## config.mk

```make
export PLATFORM = sky130hd
export DESIGN_NAME = hazard_ctrl
export DESIGN_NICKNAME = d
export VERILOG_FILES = /design/src/rtl/pipe_ctrl_pkg.sv /design/src/rtl/sat_counter.sv /design/src/rtl/hazard_ctrl.sv
export SDC_FILE = /design/constraint.sdc
export NUM_CORES = 1
export LEC_CHECK = 0
export CAP_MARGIN = 5
export CORE_MARGIN = 2
export CORE_UTILIZATION = 29
export CTS_BUF_LIST = sky130_fd_sc_hd__clkbuf_16
export CTS_CLUSTER_DIAMETER = 100
export DETAILED_ROUTE_END_ITERATION = 10
export GPL_TIMING_DRIVEN = 0
export PLACE_DENSITY = 0.84
export RECOVER_POWER = 50
export SETUP_SLACK_MARGIN = 0.3
export SLEW_MARGIN = 20
export SYNTH_ARGS = -nofsm -noshare
export SYNTH_HDL_FRONTEND = slang
export SYNTH_HIERARCHICAL = 1
export SYNTH_SLANG_ARGS = --single-unit
```

## constraint.sdc

```tcl
create_clock -name clk_i -period 1.8 [get_ports clk_i]
set_input_delay 0.36 -clock clk_i [delete_from_list [all_inputs] [get_ports clk_i]]
set_output_delay 0.36 -clock clk_i [all_outputs]
set_load 0.01 [all_outputs]
```

## src/rtl/pipe_ctrl_pkg.sv

```systemverilog
// Shared pipeline-control types and helpers: controller state, register-zero
// constant and the register-number compare used by every hazard check.
package pipe_ctrl_pkg;

  typedef enum logic [1:0] {
    RUN      = 2'd0,
    MEM_WAIT = 2'd1,
    ABORT    = 2'd2
  } state_e;

  localparam logic [4:0] REG_ZERO = 5'd0;

  // $zero is hardwired, so a write to it never creates a dependency
  function automatic logic reg_match(input logic [4:0] a, input logic [4:0] b);
    return (a == b) && (a != REG_ZERO);
  endfunction

endpackage

```

## src/rtl/sat_counter.sv

```systemverilog
// Saturating up-counter with synchronous active-high clear.
module sat_counter #(
  parameter int unsigned CNT_W = 32
) (
  input  logic             clk_i,
  input  logic             reset_i,
  input  logic             inc,
  output logic [CNT_W-1:0] cnt
);

  always_ff @(posedge clk_i) begin
    if (reset_i) begin
      cnt <= '0;
    end else if (inc && (cnt != '1)) begin
      cnt <= cnt + CNT_W'(1);
    end
  end

endmodule

```

## src/rtl/hazard_ctrl.sv

```systemverilog
// Hazard, flush and memory-freeze controller for the 5-stage MIPS pipeline.
// Performance counters are built only when HAZARD_CTRL_PERF_EN is defined.
module hazard_ctrl
  import pipe_ctrl_pkg::*;
#(
  parameter int unsigned MEM_TIMEOUT = 16,
  parameter int unsigned CNT_W       = 32
) (
  input  logic             clk_i,
  input  logic             reset_i,
  input  logic [4:0]       rs_od5,
  input  logic [4:0]       rt_od5,
  input  logic             branch_od,
  input  logic             pc_src_od,
  input  logic [4:0]       write_reg_ex5,
  input  logic             enable_wreg_ex,
  input  logic             mem_to_reg_ex,
  input  logic [4:0]       write_reg_mem5,
  input  logic             mem_to_reg_mem,
  input  logic             dmem_req_i,
  input  logic             dmem_ack_i,
  output logic             stall_if_o,
  output logic             stall_id_o,
  output logic             flush_id_o,
  output logic             flush_ex_o,
  output logic             freeze_o,
  output logic             mem_err_o,
  output logic [CNT_W-1:0] stall_cnt_o,
  output logic [CNT_W-1:0] flush_cnt_o
);

  localparam int unsigned WAIT_W = $clog2(MEM_TIMEOUT + 1);

  state_e            state, state_d;
  logic [WAIT_W-1:0] wait_cnt, wait_cnt_d;
  logic              ex_dep, mem_dep, lwstall, brstall, hz, freeze;

  // Dependencies of the Decode sources on the EX and MEM destinations
  assign ex_dep  = reg_match(write_reg_ex5, rs_od5)  || reg_match(write_reg_ex5, rt_od5);
  assign mem_dep = reg_match(write_reg_mem5, rs_od5) || reg_match(write_reg_mem5, rt_od5);
  assign lwstall = mem_to_reg_ex && ex_dep;
  assign brstall = branch_od && ((enable_wreg_ex && ex_dep) || (mem_to_reg_mem && mem_dep));
  assign hz      = lwstall || brstall;
  assign freeze  = (state == MEM_WAIT) ||
                   ((state == RUN) && dmem_req_i && !dmem_ack_i);

  always_ff @(posedge clk_i) begin
    if (reset_i) begin
      state    <= RUN;
      wait_cnt <= '0;
    end else begin
      state    <= state_d;
      wait_cnt <= wait_cnt_d;
    end
  end

  // wait_cnt holds the number of cycles elapsed since the request cycle
  always_comb begin
    state_d    = state;
    wait_cnt_d = wait_cnt;
    case (state)
      RUN: begin
        if (dmem_req_i && !dmem_ack_i) begin
          state_d    = MEM_WAIT;
          wait_cnt_d = WAIT_W'(1);
        end
      end
      MEM_WAIT: begin
        if (dmem_ack_i) begin
          state_d    = RUN;
          wait_cnt_d = '0;
        end else begin
          wait_cnt_d = wait_cnt + WAIT_W'(1);
          if (wait_cnt == WAIT_W'(MEM_TIMEOUT - 1)) begin
            state_d = ABORT;
          end
        end
      end
      ABORT: begin
        state_d    = RUN;
        wait_cnt_d = '0;
      end
      default: begin
        state_d    = RUN;
        wait_cnt_d = '0;
      end
    endcase
  end

  // Reset flushes, freeze dominates, otherwise hazards win over a taken branch
  always_comb begin
    stall_if_o = 1'b0;
    stall_id_o = 1'b0;
    flush_id_o = 1'b0;
    flush_ex_o = 1'b0;
    freeze_o   = 1'b0;
    mem_err_o  = 1'b0;
    if (reset_i) begin
      flush_id_o = 1'b1;
      flush_ex_o = 1'b1;
    end else if (freeze) begin
      freeze_o   = 1'b1;
      stall_if_o = 1'b1;
      stall_id_o = 1'b1;
    end else begin
      stall_if_o = hz;
      stall_id_o = hz;
      flush_ex_o = hz;
      flush_id_o = pc_src_od && !hz;
      mem_err_o  = (state == ABORT);
    end
  end

`ifdef HAZARD_CTRL_PERF_EN
  sat_counter #(.CNT_W(CNT_W)) u_stall_cnt (
    .clk_i   (clk_i),
    .reset_i (reset_i),
    .inc     (stall_id_o),
    .cnt     (stall_cnt_o)
  );

  sat_counter #(.CNT_W(CNT_W)) u_flush_cnt (
    .clk_i   (clk_i),
    .reset_i (reset_i),
    .inc     (flush_id_o),
    .cnt     (flush_cnt_o)
  );
`else
  assign stall_cnt_o = '0;
  assign flush_cnt_o = '0;
`endif

endmodule

```

==> reports/qor.csv, run 1 <==
stage,metric,value,unit
status,violated checks,setup timing,
timing,highest clock rate,0.482,GHz
cells_and_area,Multi-input gate area,807,µm²
pwr,Peak VDD IR,0.636,mV
clock_network,CTS tree,built,
place,dpl cells,292,
clock_network,"Hold-fix buffers, CTS",0,
floorplanning,# rows,22,
yosys,"count leader, synth",buf_4,
floorplanning,die area,4420,µm²
yosys,synthesized instance count,147,
worst_setup_path,r2r worst-path depth,5,
clock_network,Root Buffer,clkbuf_16,
detailed_routing,Routed Antenna Nets,0,
yosys,Avg Synthesized Cell Area,7.70,µm²
grt,pin count of the biggest net entering global routing,7,
timing,Final Cycle Share,115,%
floorplanning,chip width,66.5,µm
yosys,synth warn,6,
min_path,Worst Hold Depth,2,
worst_setup_path,reg2reg end,wait_cnt[3],
yosys,Commonest cells post-synth,"65 x buf_4, 22 x xor2_1, 14 x nor2_1",
grt,gr ovfl total,0,
yosys,ranking of synthesized cells by area,"buf_4 43%, xor2_1 17%, dfxtp_1 12%, nor2_1 4.6%, nor3_1 2.7%",
worst_setup_path,data required time of the critical path,1.44,ns
min_path,WHS Endpoint,state[0],
pwr,P_leak,0.00108,µW
status,status,"finished, violations left",
place,hpwl dp,2280,µm
cells_and_area,Register Area,141,µm²
pwr,power density over cell area,481,nW/µm²
floorplanning,Initial Util,30.5,%
cells_and_area,Final #Nets,283,
cells_and_area,fraction of layout cells with a size suffix above 1,45.4,%
worst_setup_path,Worst path top cell family by delay,simple AND/OR/NAND/NOR gates,
detailed_routing,drt wl/cell,8.70,µm
cells_and_area,Ant. Diodes,0,
yosys,Unique masters post-synth,27,
timing,Clock Skew,0.00161,ns
detailed_routing,via count,1030,
timing,"Slew Viols, Final",0,
cells_and_area,P&R area growth vs syn,65.3,%
clock_network,Sink Count,7,
worst_setup_path,crit start category,input port,
clock_network,Num CTS Buffers,3,
worst_setup_path,R2R Setup Slk,0.47,ns
cells_and_area,Fill cells,400,
place,Placer Congestion,0.755,
yosys,leading area contributor after synthesis,buf_4,
worst_setup_path,"Slowest-stage cell, CP",or4_4,
yosys,top_reg_cell synth,dfxtp_1,
worst_setup_path,Worst EP arrival,1.71,ns
clock_network,clk_lat worst skew,0.23,ns
worst_setup_path,critical path class,in -> out,
yosys,"Async S/R FF share, synth",0,%
timing,min cycle time layout,2.07,ns
yosys,number of synthesized flops with an enable pin,0,
yosys,"Seq/Total Area, Yosys",12.4,%
place,# port buffers,34,
grt,total track usage,10.7,%
worst_setup_path,crit path max fanout,3,
worst_setup_path,WP buf/inv,3,
worst_setup_path,worst setup path start,write_reg_mem5[3],
timing,RSZ-0062 raised after global routing,true,
floorplanning,I/O pin total,99,
detailed_routing,routed vias/inst,3.44,
clock_network,Clock Pin Slew Worst Setup and Hold Paths,0.04,ns
timing,worst hold slack,0.389,ns
yosys,post-synth top area share,43.1,%
cells_and_area,"Core Util, Final",50.4,%
timing,"Hold Vio Cnt, Final",0,
detailed_routing,Residual DRC,0,
worst_setup_path,worst reg2reg path startpoint,state[0],
yosys,Yosys reg bits,7,
floorplanning,Core Region,3720,µm²
clock_network,clock buffer depth,2,
detailed_routing,DRT Pass-1 Iters,4,
floorplanning,die height,66.5,µm
detailed_routing,First DRT Iteration DRCs,11,
clock_network,htree depth,1,
timing,final setup margin,-0.274,ns
min_path,Hold Path Origin,reset_i,
grt,vias in the first global route,853,
grt,initial antenna violation count,0,
worst_setup_path,Worst Setup End Kind,output port,
timing,final setup violation count,4,
grt,first-pass GRT wire length,3670,µm
yosys,mapped cell area,1130,µm²
cells_and_area,Final Instance Count excl. Fillers,299,
worst_setup_path,max incr delay on CP,0.53,ns
flow_run,max-cap viol count,0,
min_path,Hold Path Class,in -> reg,
detailed_routing,Total Wirelength,2600,µm
worst_setup_path,crit-path cells,buf_8 -> or4_4 -> o211ai_4 -> o32ai_4 -> buf_4 -> a21o_1 -> buf_2,
==> cells by family after synthesis <==
logic type	Yosys count	synth area share, %
fa+ha+maj	2	2.21
flops	7	12.4
other cells	1	0.331
buf+inv	70	44.8
compound gates	13	8.95
xor+xnor	22	17.0
simple gates	31	13.5
mux	1	0.884
==> cells in the final DEF, fill, tap and decap left out, types with 2 or more instances in the layout <==
master	synthesis	final
a21oi_1	3	3
nor3_2	0	4
buf_6	0	4
clkbuf_2	0	6
or4_4	0	2
dfxtp_1	7	6
inv_2	0	2
clkdlybuf4s50_1	0	5
o21ai_2	0	2
dlygate4sd2_1	0	3
buf_4	65	67
nor2_1	14	12
and3_1	2	2
a22oi_2	1	2
buf_2	0	13
nand2_1	2	2
xor2_1	22	21
a21o_1	2	2
inv_1	4	3
clkbuf_16	0	3
ha_1	2	2
conb_1	1	64
nor3_1	6	2
==> flip-flops by register name (all words and copies together) (netlist names) <==
name / flops
state: 2
wait_cnt: 5
==> per-layer routing <==
| metal | track usage [%] | share of wire [%] | vias up |
|---|---|---|---|
| li1 | - | - | 559 |
| met1 | 10.5 | 35 | 430 |
| met2 | 22.9 | 58 | 39 |
| met3 | 1.01 | 6.5 | 2 |
| met4 | 3.06 | 0.65 | 0 |
| met5 | 0 | 0 | - |
==> what timing repair did <==
| item | CTS | global route |
|---|---|---|
| pin swaps | 13 | 10 |
| cloned | 0 | 0 |
| setup buffers | 3 | 0 |
| setup endpoints to repair | 10 | 7 |
| gates resized for setup | 106 | 21 |
==> power by group <==
part | internal, µW | total, µW | leakage (µW) | switching [µW]
clock | 288 | 367 | 0.0000423 | 78.8
sequential | 161 | 166 | 0.0000573 | 4.98
combinational | 191 | 367 | 0.000980 | 176
==> worst max path at each step <==
stage	endpoint	slack (ns)	cells past startpoint
final	flush_ex_o	-0.27	7
after global routing	flush_ex_o	-0.32	7
after CTS	stall_if_o	-0.31	7
after detailed placement	stall_if_o	-1.12	8
after global placement	stall_if_o	-1.13	8
after floorplan	stall_if_o	-0.04	5
==> stage by stage <==
step	power, µW	setup slack (ns)	setup TNS, ns	instance area (µm²)
floorplan	411	-0.0414	-0.0414	1380
global placement	519	-1.13	-4.94	1780
detailed placement	523	-1.12	-5.08	1780
CTS	893	-0.313	-1.13	1870
global route	953	-0.322	-1.16	1870
finish	901	-0.274	-0.973	1870
==> area by class of cell <==
| type | count | area share [%] |
|---|---|---|
| multi-input combinational | 133 | 43.1 |
| buffer | 66 | 26.5 |
| timing repair buffer | 37 | 14.6 |
| sequential | 7 | 7.55 |
| clock buffer | 3 | 4.01 |
| tap | 48 | 3.21 |
| inverter | 4 | 0.802 |
| clock inverter | 1 | 0.201 |
(Power assumes the default switching activity.)
==> inputs of run 2 (changes only) <==
RECOVER_POWER = 100   (was 50)
==> results of run 2 <==
No change in the layout: final DEF, timing and power equal those of run 1.
==> inputs of run 3 (changes only) <==
CTS_CLUSTER_SIZE = 30   (was default)
GPL_TIMING_DRIVEN = default   (was 0)
SLEW_MARGIN = default   (was 20)
==> reports/qor.csv, run 3 (synthesized netlist as in run 1, its figures left out) <==
stage,metric,value,unit,change
detailed_routing,drt wl/cell,10.2,µm,+18%
clock_network,Num CTS Buffers,3,,unchanged
cells_and_area,Final #Nets,236,,-17%
floorplanning,die area,4420,µm²,unchanged
place,dpl cells,246,,-16%
floorplanning,chip width,66.5,µm,unchanged
clock_network,clock buffer depth,2,,unchanged
timing,final setup margin,-0.207,ns,+0.0666 ns
clock_network,htree depth,1,,unchanged
cells_and_area,Top Registers,"wait_cnt (5), state (2)",,
timing,Final Cycle Share,112,%,-3.7 points
timing,"Slew Viols, Final",0,,unchanged
grt,total track usage,11.1,%,+0.42 points
place,# port buffers,34,,unchanged
min_path,Hold Path Class,reg -> reg,,
worst_setup_path,crit-path cells,buf_8 -> or4_4 -> o211ai_4 -> o32ai_4 -> a21o_1 -> buf_2,,
clock_network,clk_lat worst skew,0.23,ns,about the same
worst_setup_path,"Slowest-stage cell, CP",or4_4,,
clock_network,CTS tree,built,,
clock_network,Root Buffer,clkbuf_16,,
status,violated checks,setup timing,,
worst_setup_path,WP buf/inv,2,,-1
place,hpwl dp,2170,µm,-5.0%
cells_and_area,fraction of layout cells with a size suffix above 1,28.9,%,-16 points
worst_setup_path,critical path class,in -> out,,
pwr,power density over cell area,542,nW/µm²,+12%
cells_and_area,Largest register FFs,5,,unchanged
detailed_routing,routed vias/inst,3.77,,+9.4%
grt,pin count of the biggest net entering global routing,6,,-1
pwr,Peak VDD IR,0.583,mV,-8.4%
timing,RSZ-0062 raised after global routing,true,,
worst_setup_path,Worst path top cell family by delay,simple AND/OR/NAND/NOR gates,,
cells_and_area,most frequent cells in the layout,"64 x conb_1, 22 x xor2_1, 19 x buf_4",,
place,Setup WS pre-CTS,-1.03,ns,+0.0872 ns
worst_setup_path,Worst EP arrival,1.65,ns,-0.06 ns
detailed_routing,Residual DRC,0,,unchanged
timing,highest clock rate,0.498,GHz,+3.3%
pwr,P_leak,0.000807,µW,-25%
place,placed inst area,1440,µm²,-19%
cells_and_area,Fill cells,378,,-5.5%
grt,vias in the first global route,857,,+0.47%
clock_network,Sink Count,7,,unchanged
floorplanning,# rows,22,,unchanged
grt,initial antenna violation count,0,,unchanged
grt,first-pass GRT wire length,3700,µm,+0.76%
detailed_routing,Routed Antenna Nets,0,,unchanged
cells_and_area,P&R area growth vs syn,34.9,%,
worst_setup_path,data required time of the critical path,1.44,ns,about the same
status,status,"finished, violations left",,
grt,gr ovfl total,0,,unchanged
flow_run,max-cap viol count,0,,unchanged
worst_setup_path,max incr delay on CP,0.54,ns,about the same
floorplanning,Core Region,3720,µm²,unchanged
worst_setup_path,crit path max fanout,3,,unchanged
floorplanning,Initial Util,30.5,%,unchanged
place,Placer Congestion,0.910,,+20%
detailed_routing,via count,950,,-7.8%
clock_network,Clock Pin Slew Worst Setup and Hold Paths,0.03,ns,about the same
detailed_routing,Total Wirelength,2580,µm,-0.85%
cells_and_area,"Most flops, register",wait_cnt,,
cells_and_area,Ant. Diodes,0,,unchanged
cells_and_area,fin area,1530,µm²,-18%
timing,Clock Skew,0.00161,ns,-0.000000200 ns
worst_setup_path,Worst Setup End Kind,output port,,
cells_and_area,"most common cell after layout, fill and taps aside",conb_1,,
floorplanning,die height,66.5,µm,unchanged
detailed_routing,DRT Pass-1 Iters,4,,unchanged
worst_setup_path,crit start category,input port,,
floorplanning,I/O pin total,99,,unchanged
timing,worst hold slack,0.498,ns,+0.109 ns
detailed_routing,First DRT Iteration DRCs,18,,+7
timing,min cycle time layout,2.01,ns,-0.0666 ns
timing,final setup violation count,4,,unchanged
timing,"Hold Vio Cnt, Final",0,,unchanged
cells_and_area,Final Instance Count excl. Fillers,252,,-16%
[run 3: changes by cell type in the layout (fill, tap and decap cells not counted), moves of 2 or more]
cell             before  now
buf_2                13    5
buf_4                67   19
buf_6                 4    8
clkbuf_2              6    8
clkdlybuf4s15_1       1    4
nor3_1                2    4
nor3_2                4    2
[run 3: stage by stage]
| stage | power (µW) | utilization [%] | TNS (ns) |
|---|---|---|---|
| finish | 827 | 41.1 | -0.692 |
| CTS | 820 | 40.9 | -0.982 |
| detailed placement | 450 | 38.6 | -4.98 |
| floorplan | 411 | - | -0.0414 |
| global route | 874 | 41.1 | -0.931 |
| global placement | 445 | 38.6 | -4.78 |
[run 3: path summary, 6_finish.rpt]
kind | startpoint | to | slack, ns | cells after the start
setup / recovery | write_reg_mem5[2] | stall_id_o | -0.21 | 6
hold / removal | wait_cnt[3] | wait_cnt[3] | 0.50 | 2
setup reg to reg | state[0] | wait_cnt[3] | 0.43 | 5
hold reg to reg | wait_cnt[3] | wait_cnt[3] | 0.50 | 2
[run 3: worst register-to-register path: cells and delay by family, from the launching register on]
kind          cells  cell delay [ns]
xor+xnor          1             0.16
buf+inv           1             0.14
flops             1             0.30
simple gates      3             0.66
[run 3: final cells by class]
class / instances / area, µm² / share of cell area, %
well taps: 48 / 60.1 / 3.93
inverters: 4 / 15.0 / 0.983
clock buffers: 3 / 75.1 / 4.91
clock inverters: 1 / 3.75 / 0.246
flip-flops and latches: 7 / 140 / 9.17
repair buffers: 56 / 450 / 29.5
multi-input cells: 133 / 783 / 51.3
[run 3: routing by layer]
| layer | vias up | GRT usage, % | part of all wire [%] |
|---|---|---|---|
| met5 | - | 0 | 0 |
| met4 | 0 | 4.59 | 1.9 |
| met3 | 6 | 1.86 | 4.7 |
| met2 | 43 | 22.4 | 60 |
| met1 | 436 | 11.0 | 34 |
| li1 | 465 | - | - |
[run 3: repair_timing]
item / CTS / global route
endpoints found under the hold margin: 0 / 0
gates cloned: 0 / 0
setup endpoints to repair: 10 / 8
hold buffers: 0 / 0
resized for setup: 94 / 37
buffers inserted: 0 / 2
pin swaps: 15 / 16
[run 3: power breakdown]
group	total, µW	switching [µW]	internal [µW]
clock	372	83.3	289
combinational	290	163	127
sequential	165	3.85	161
total	827	250	577
